File: src/rtl/id_ex_reg.sv
// ID/EX pipeline register. It captures decoded operands, register indices and control
// from the ID stage. It can hold its contents (stall) or be overwritten with an ADD x0 bubble (flush).
module id_ex_reg #(
   parameter int XLEN = 64
) (
   input  logic            clk,
   input  logic            reset,
   input  logic            stall,
   input  logic            flush,
   input  logic            valid_in,
   input  logic [XLEN-1:0] pc_in,
   input  logic [XLEN-1:0] rd1_in,
   input  logic [XLEN-1:0] rd2_in,
   input  logic [XLEN-1:0] imm_in,
   input  logic [4:0]      rs1_in,
   input  logic [4:0]      rs2_in,
   input  logic [4:0]      rd_in,
   input  logic [3:0]      funct_in,
   input  logic [1:0]      alu_op_in,
   input  logic [5:0]      ctrl_in,
   output logic            valid_out,
   output logic [XLEN-1:0] pc_out,
   output logic [XLEN-1:0] rd1_out,
   output logic [XLEN-1:0] rd2_out,
   output logic [XLEN-1:0] imm_out,
   output logic [4:0]      rs1_out,
   output logic [4:0]      rs2_out,
   output logic [4:0]      rd_out,
   output logic [3:0]      funct_out,
   output logic [1:0]      alu_op_out,
   output logic [5:0]      ctrl_out
);

   logic            r_valid;
   logic [XLEN-1:0] r_pc;
   logic [XLEN-1:0] r_rd1;
   logic [XLEN-1:0] r_rd2;
   logic [XLEN-1:0] r_imm;
   logic [4:0]      r_rs1;
   logic [4:0]      r_rs2;
   logic [4:0]      r_rd;
   logic [3:0]      r_funct;
   logic [1:0]      r_alu_op;
   logic [5:0]      r_ctrl;

   logic            w_clear;
   logic            w_load;
   logic [5:0]      w_ctrl_gated;
   logic [1:0]      w_alu_op_gated;

   // Reset and flush both produce the all-zero bubble; flush beats stall.
   assign w_clear        = reset | flush;
   assign w_load         = ~stall;
   // An invalid slot must never carry side-effecting control into EX.
   assign w_ctrl_gated   = valid_in ? ctrl_in   : 6'b0;
   assign w_alu_op_gated = valid_in ? alu_op_in : 2'b0;

   always_ff @(posedge clk) begin
      if (w_clear) begin
         r_valid  <= 1'b0;
         r_pc     <= '0;
         r_rd1    <= '0;
         r_rd2    <= '0;
         r_imm    <= '0;
         r_rs1    <= 5'd0;
         r_rs2    <= 5'd0;
         r_rd     <= 5'd0;
         r_funct  <= 4'd0;
         r_alu_op <= 2'd0;
         r_ctrl   <= 6'd0;
      end else if (w_load) begin
         r_valid  <= valid_in;
         r_pc     <= pc_in;
         r_rd1    <= rd1_in;
         r_rd2    <= rd2_in;
         r_imm    <= imm_in;
         r_rs1    <= rs1_in;
         r_rs2    <= rs2_in;
         r_rd     <= rd_in;
         r_funct  <= funct_in;
         r_alu_op <= w_alu_op_gated;
         r_ctrl   <= w_ctrl_gated;
      end
   end

   assign valid_out  = r_valid;
   assign pc_out     = r_pc;
   assign rd1_out    = r_rd1;
   assign rd2_out    = r_rd2;
   assign imm_out    = r_imm;
   assign rs1_out    = r_rs1;
   assign rs2_out    = r_rs2;
   assign rd_out     = r_rd;
   assign funct_out  = r_funct;
   assign alu_op_out = r_alu_op;
   assign ctrl_out   = r_ctrl;

endmodule
File: config.mk
export PLATFORM = sky130hd
export DESIGN_NAME = id_ex_reg
export DESIGN_NICKNAME = d
export VERILOG_FILES = /design/src/rtl/id_ex_reg.sv
export SDC_FILE = /design/constraint.sdc
export NUM_CORES = 1
export LEC_CHECK = 0
export ABC_AREA = 0
export CORE_AREA = 2 2 220 222
export DETAILED_ROUTE_END_ITERATION = 10
export DIE_AREA = 0 0 222 224
export PLACE_DENSITY_LB_ADDON = 0.1
export SETUP_SLACK_MARGIN = 0.15
export SLEW_MARGIN = 20
export SYNTH_ARGS = -nofsm -noshare
export SYNTH_HDL_FRONTEND = slang
export SYNTH_SLANG_ARGS = --single-unit
export TNS_END_PERCENT = 5
File: constraint.sdc
create_clock -name clk -period 1.1 [get_ports clk]
set_clock_uncertainty 0.05 [all_clocks]
set_input_delay 0.275 -clock clk [delete_from_list [all_inputs] [get_ports clk]]
set_output_delay 0.275 -clock clk [all_outputs]
set_load 0.005 [all_outputs]
# [After elaboration in Yosys (flattened, before gate mapping)]
# Index checks and enable logic that the tools add are counted.
[totals] input_bits=288 wordCells=14 register_bits=284 out_inout_bits=284
[classes] n_bitwise=1 mux=2
[ops] op="6-bit 2-to-1 mux" n=1
[ops] op="2-bit 2-to-1 mux" n=1
[ops] op="1-bit OR" n=1

# [Longest topological paths before layout]
# Gate-level depths: netlist of the first run.
[depth] word_depth=1 depth_mapped=5 ltp_nobuf=2

# [Least setup slack after synthesis of the first run]
# OpenSTA, ideal clock, no wires.
[synth_path] kind="input port to flip-flop" start="in stall" end="reg r_imm[63] (netlist: imm_out[63])" n_path_buf=3 stages=5 path_slack_ns=-0.021 arrival_time_ns=0.943 t_required_ns=0.922 setup_time_ns=0.128 cell_sequence="buf_2 buf_4 buf_4 mux2i_1 nor2_1"
[synth_lines] element="start, declared" line="8" text="input logic stall,"
[synth_lines] element="end signal, assigned" line="76" text="r_imm <= imm_in;"
[synth_lines] element="end, declared" line="38" text="logic [XLEN-1:0] r_imm;"

# [Worst setup path after layout of the first run]
[layout_path] start="reg r_pc[57] (netlist: pc_out[57])" end="out pc_out[57]"
[layout_lines] element="start, declared" line="35" text="logic [XLEN-1:0] r_pc;"
[layout_lines] element="start signal, assigned" line="73" text="r_pc <= pc_in;"
[layout_lines] element="end, declared" line="22" text="output logic [XLEN-1:0] pc_out,"
# No word-level cell between the ends.

==> impl_metrics.ini, run 1 <==
[outcome]
status = finished with violations
violations = negative setup slack

[global_route]
track_usage_pct = 15.0
grt_max_degree = 26
first_global_vias = 9126
grt_pass1_wl_um = 56900
grt_overflow_total = 0
antenna_found_initial = 7

[routing]
route.met2.wl_um = 19300
first_pass_iters = 4
num_vias = 8809
wl_per_cell_um = 17.5
vias_per_cell = 4.00
dr.max_layer_used = met5
wl_um = 38500
drc = 0
ant_nets = 0
drt-met1-wl_um = 14600
wl_met3_um = 3770
first_iter_violations = 220

[sta]
max_freq_mhz = 764
finalCritPeriodShare_pct = 119
rsz0062_at_grt = yes
slew_headroom_pct = 77.8
period_minus_slack_ns = 1.31
finalHoldViolCount = 0
fin_ws_ns = -0.209
worstMarginPinSlew_ns = 0.334
setup_viol = 284
slew_viol_final = 0

[yosys]
syn_inst = 927
ys_types = 12
syn_area_per_cell_um2 = 11.0
yosysWarnings = 0
synthTopCellsByCount = 284 x dfxtp_1, 276 x mux2i_1, 276 x nor2_1
synth_fp_nets = 1215
synth_top_area_share_pct = 55.7
synth_seq_cells = 284
synth_edf_count = 0
syn_area_um2 = 10200
ys_seq_area_share_pct = 55.7
yosys.area.top_type = dfxtp_1
synthArstFlopShare_pct = 0
synthTopCellsByArea = dfxtp_1 56%, mux2i_1 27%, nor2_1 10%, buf_6 3.3%, buf_4 2.2%
synthFlopType = dfxtp_1
yosysMostFrequentCell = dfxtp_1

[layout]
num-fill-cells = 4817
seq_area_um2 = 6040
nNetsFinal = 1846
final_area_um2 = 18600
multiInputGateArea_um2 = 3940
drive_above_1_share_pct = 44.8
area_delta_synth_final_pct = 82.3

[pwr]
powerDensity_nw_per_um2 = 1390
p_switching_mw = 5.83
p_int_mw = 20.1
switching_share_pct = 22.5
power_frac_clock_pct = 44.9
pwr-share-seq_pct = 42.1
peakVddDrop_mv = 0.742
p_comb_share_pct = 13.0
p_leak_nw = 8.43

[placement]
io_buffers = 571
place_area_um2 = 17100
hpwl_um = 29600
place_congestion = 0.751
post-place-ws_ns = -0.531

[clock_tree]
htreeDepth = 2
cts.clk_slew.worst_paths_ns = 0.06
cts_buffers = 35
cts_buffer_depth = 3
cts_tree = done
clk-insertion-delay-late_ns = 0.52
cts-root-buf = clkbuf_16
clock_sinks = 284

[worst_setup_path]
cp_slowest_cell = dfxtp_2
crit_arrival_ns = 0.98
crit_chain = buf_2
cp_num_buf_inv = 1
cpPeakStageDelay_ns = 0.34
worst-setup-path-type = reg -> out
worstPathMaxFanout = 2
required_ns = 0.77
endpoint_kind = primary output
path_delay_family = flip-flops
worst_setup_path_start_kind = flip-flop

[die]
dieArea_um2 = 49700
fp.dieH_um = 224
coreArea_um2 = 47300
start_util_pct = 21.6
die_w_um = 222
pin_count = 572
num_rows = 80

[run]
cap_violations = 0

[hold_path]
hold_path.class = in -> reg
flip-flops by register name, indices dropped and copies added (netlist names):
name and cells:
alu_op_out 2, valid_out 1, rs1_out 5, imm_out 64
rd2_out 64, rd1_out 64, funct_out 4, rs2_out 5
ctrl_out 6, rd_out 5, pc_out 64
tightest hold or removal path, cell delays in order:
cell and delay [ns]:
buf_8 0.12, buf_12 0.16, nand2_1 0.07, a21oi_1 0.05
repair_timing:
| action | 4_1_cts | 5_1_grt |
|---|---|---|
| setup buffers | 5 | 1 |
| setup endpoints to repair | 536 | 539 |
| hold buffers | 0 | 0 |
| pin swaps | 0 | 2 |
| gates resized for setup | 1500 | 154 |
cells in the final DEF (no fill, tap or decap), drive strengths merged, types with 5 or more instances in the layout:
master / netlist / final
diode: 0 / 5
nor2: 276 / 276
nand3b: 8 / 8
clkbuf: 2 / 58
clkdlybuf4s50: 0 / 284
buf: 64 / 374
mux2i: 276 / 276
nand2: 8 / 8
a21oi: 8 / 8
dfxtp: 284 / 284
stage by stage:
step                utilization (%)  hold slack [ns]  TNS [ns]  total power, mW  cells
floorplan                         -            0.369         0             12.4    927
global placement               36.1            0.396   -148.83             14.4   2130
detailed placement             36.1            0.404   -145.62             14.5   2130
CTS                            37.5            0.129    -66.63             26.3   2195
global route                   39.3            0.172    -67.43             27.1   2200
finish                         39.3            0.162    -52.64             25.9   2201
power groups by stage:
stage               clock, mW  sequential [mW]  combinational, mW
global placement            0             11.0               3.43
global route             12.5             10.9               3.62
finish                   11.7             10.9               3.37
CTS                      12.1             10.9               3.26
detailed placement          0             11.0               3.44
floorplan                   0             11.0               1.32
layout make-up:
cell class / count / share of cell area (%)
diodes: 5 / 0.0672
multi-input cells: 577 / 21.2
clock inverters: 2 / 0.323
repair buffers: 660 / 36.0
clock buffers: 58 / 5.88
well taps: 615 / 4.13
flip-flops and latches: 284 / 32.5
routing by layer:
metal  global-route usage [%]  vias up
met2                     26.3      328
met1                     15.9     4083
met5                        0        -
li1                         -     4341
met4                     4.88        4
met3                     7.03       53
kinds of logic after synthesis:
kind of cell	count (synthesis)	share of synthesized area, %
AO/OA/AOI/OAI	8	0.392
flip-flops	284	55.7
multiplexers	276	27.1
AND/OR/NAND/NOR	293	11.1
buffers and inverters	66	5.77
path summary, 6_finish.rpt:
| check | cells after the start | slack (ns) | start | endpoint |
|---|---|---|---|---|
| max reg2reg | 4 | 0.18 | rd1_out[12]$_SDFFE_PP0N_ | rd1_out[12]$_SDFFE_PP0N_ |
| min reg2reg | 2 | 0.42 | ctrl_out[2]$_SDFFE_PP0N_ | ctrl_out[2]$_SDFFE_PP0N_ |
| max | 1 | -0.21 | pc_out[57]$_SDFFE_PP0N_ | pc_out[57] |
| min | 4 | 0.16 | stall | ctrl_out[0]$_SDFFE_PP0N_ |
Power figures use the tool's default switching activity.
==> run 2, diff against run 1 <==
Settings changed: GPL_TIMING_DRIVEN set to 0.
==> run 2 against run 1 <==
  * Non-clock buffer count shrank 18
  * Worst setup slack lost 0.0091 ns
  * Critical path depth is the same
  * Combinational power grew 1%
  * Final cell count shrank 0.73%
  * Via count shrank 0.41%
  * Register-to-register slack gained 0.12 ns
  * The run still ends with negative setup slack left
==> impl_metrics.ini, run 2 (synthesis results as in run 1) <==
[clock_tree]
cts_buffer_depth = 3
postCtsHoldBufs = 0
cts_tree = done
cts_buffers = 36
clock_sinks = 284
htreeDepth = 2
clk-insertion-delay-late_ns = 0.53
cts-root-buf = clkbuf_16
cts.clk_slew.worst_paths_ns = 0.06

[routing]
num_vias = 8773
wl_um = 39800
first_iter_violations = 239
vias_per_cell = 4.02
wl_per_cell_um = 18.2
first_pass_iters = 4
drc = 0
ant_nets = 0

[die]
coreArea_um2 = 47300
die_w_um = 222
fp.dieH_um = 224
num_rows = 80
start_util_pct = 21.6
dieArea_um2 = 49700
pin_count = 572

[pwr]
peakVddDrop_mv = 0.826
powerDensity_nw_per_um2 = 1360
total_power_mw = 25.4
p_leak_nw = 8.30

[placement]
place_congestion = 0.740
hpwl_um = 30600
io_buffers = 569
place_inst = 2111

[global_route]
grt_max_degree = 12
grt_pass1_wl_um = 57500
antenna_found_initial = 6
grt_overflow_total = 0
first_global_vias = 8846
track_usage_pct = 15.5

[layout]
layout_common_cells = 284 x dfxtp_2, 283 x clkdlybuf4s50_1, 276 x mux2i_1, 243 x buf_6, 207 x nor2_1
final_common_cell = dfxtp_2
nNetsFinal = 1829
drive_above_1_share_pct = 48.6
area_delta_synth_final_pct = 82.3
layoutNonFillerInstCount = 2185

[outcome]
status = finished with violations
violations = negative setup slack

[worst_setup_path]
cpPeakStageDelay_ns = 0.35
required_ns = 0.77
cp_slowest_cell = dfxtp_2
crit_arrival_ns = 0.99
worstPathMaxFanout = 2
worst-setup-path-type = reg -> out
cp_num_buf_inv = 1
endpoint_kind = primary output
worst_setup_path_start_kind = flip-flop
crit_chain = buf_6
path_delay_family = flip-flops

[sta]
slew_viol_final = 0
rsz0062_at_grt = yes
setup_viol = 284
finalHoldViolCount = 0
slew_headroom_pct = 62.5
max_freq_mhz = 759
finalCritPeriodShare_pct = 120
period_minus_slack_ns = 1.32
worstMarginPinSlew_ns = 0.563
fin_ws_ns = -0.218

[hold_path]
hold_path.class = in -> reg

[run]
cap_violations = 0
-- run 2: repair_timing --
action,4_1_cts,5_1_grt
gates resized for setup,1430,318
pin swaps,0,1
endpoints found under the setup margin,568,568
buffers inserted,4,3
-- run 2: metal layers --
metal | global-route usage (%) | up-vias | wire length [um]
li1 | - | 4304 | -
met1 | 16.4 | 4085 | 14800
met2 | 27.4 | 323 | 20200
met3 | 6.62 | 57 | 3860
met4 | 5.43 | 4 | 891
met5 | 0 | - | 45
-- run 2: worst paths after layout --
| check | start | endpoint | slack (ns) | cells after the start |
|---|---|---|---|---|
| worst max-delay path | rd1_out[28]$_SDFFE_PP0N_ | rd1_out[28] | -0.22 | 1 |
| worst min-delay path | valid_in | alu_op_out[0]$_SDFFE_PP0N_ | 0.22 | 3 |
| worst max register to register | rd2_out[33]$_SDFFE_PP0N_ | rd2_out[33]$_SDFFE_PP0N_ | 0.30 | 3 |
| worst min register to register | ctrl_out[0]$_SDFFE_PP0N_ | ctrl_out[0]$_SDFFE_PP0N_ | 0.41 | 2 |
-- run 2: worst register-to-register path, delay by kind of cell (launching register included) --
kind | cells | cell delay [ns]
muxes | 1 | 0.16
and+or+nand+nor | 1 | 0.04
DFF | 1 | 0.32
buffers and inverters | 1 | 0.13
-- run 2: layout make-up --
class	count	area (um2)
fill	4774	28700
sequential	284	6040
timing repair buffer	576	5710
multi-input combinational	577	4110
clock buffer	54	1040
buffer	66	891
tap	615	769
clock inverter	9	45.0
antenna	4	10.0
-- run 2: report_power, final --
part	switching, mW	internal (mW)	total (mW)	leakage [nW]
clock network	4.52	6.51	11.0	0.541
logic	1.23	2.19	3.42	5.32
registers	0.215	10.7	10.9	2.44
total	5.96	19.4	25.4	8.30
-- run 2: through the flow --
stage	setup slack, ns	setup TNS (ns)	utilization [%]	hold WS, ns	area [um2]
after floorplan	0.0175	0	-	0.369	10400
after global placement	-0.910	-200.50	35.7	0.391	16900
after detailed placement	-0.919	-200.12	35.7	0.400	16900
after CTS	-0.276	-85.07	36.4	0.198	17300
after global routing	-0.270	-64.68	39.3	0.235	18600
final	-0.218	-52.17	39.3	0.216	18600
==> run 3, diff against run 2 <==
Settings changed: GPL_ROUTABILITY_DRIVEN set to 0.
==> results of run 3 <==
No change in the layout: final DEF, timing and power equal those of run 2.
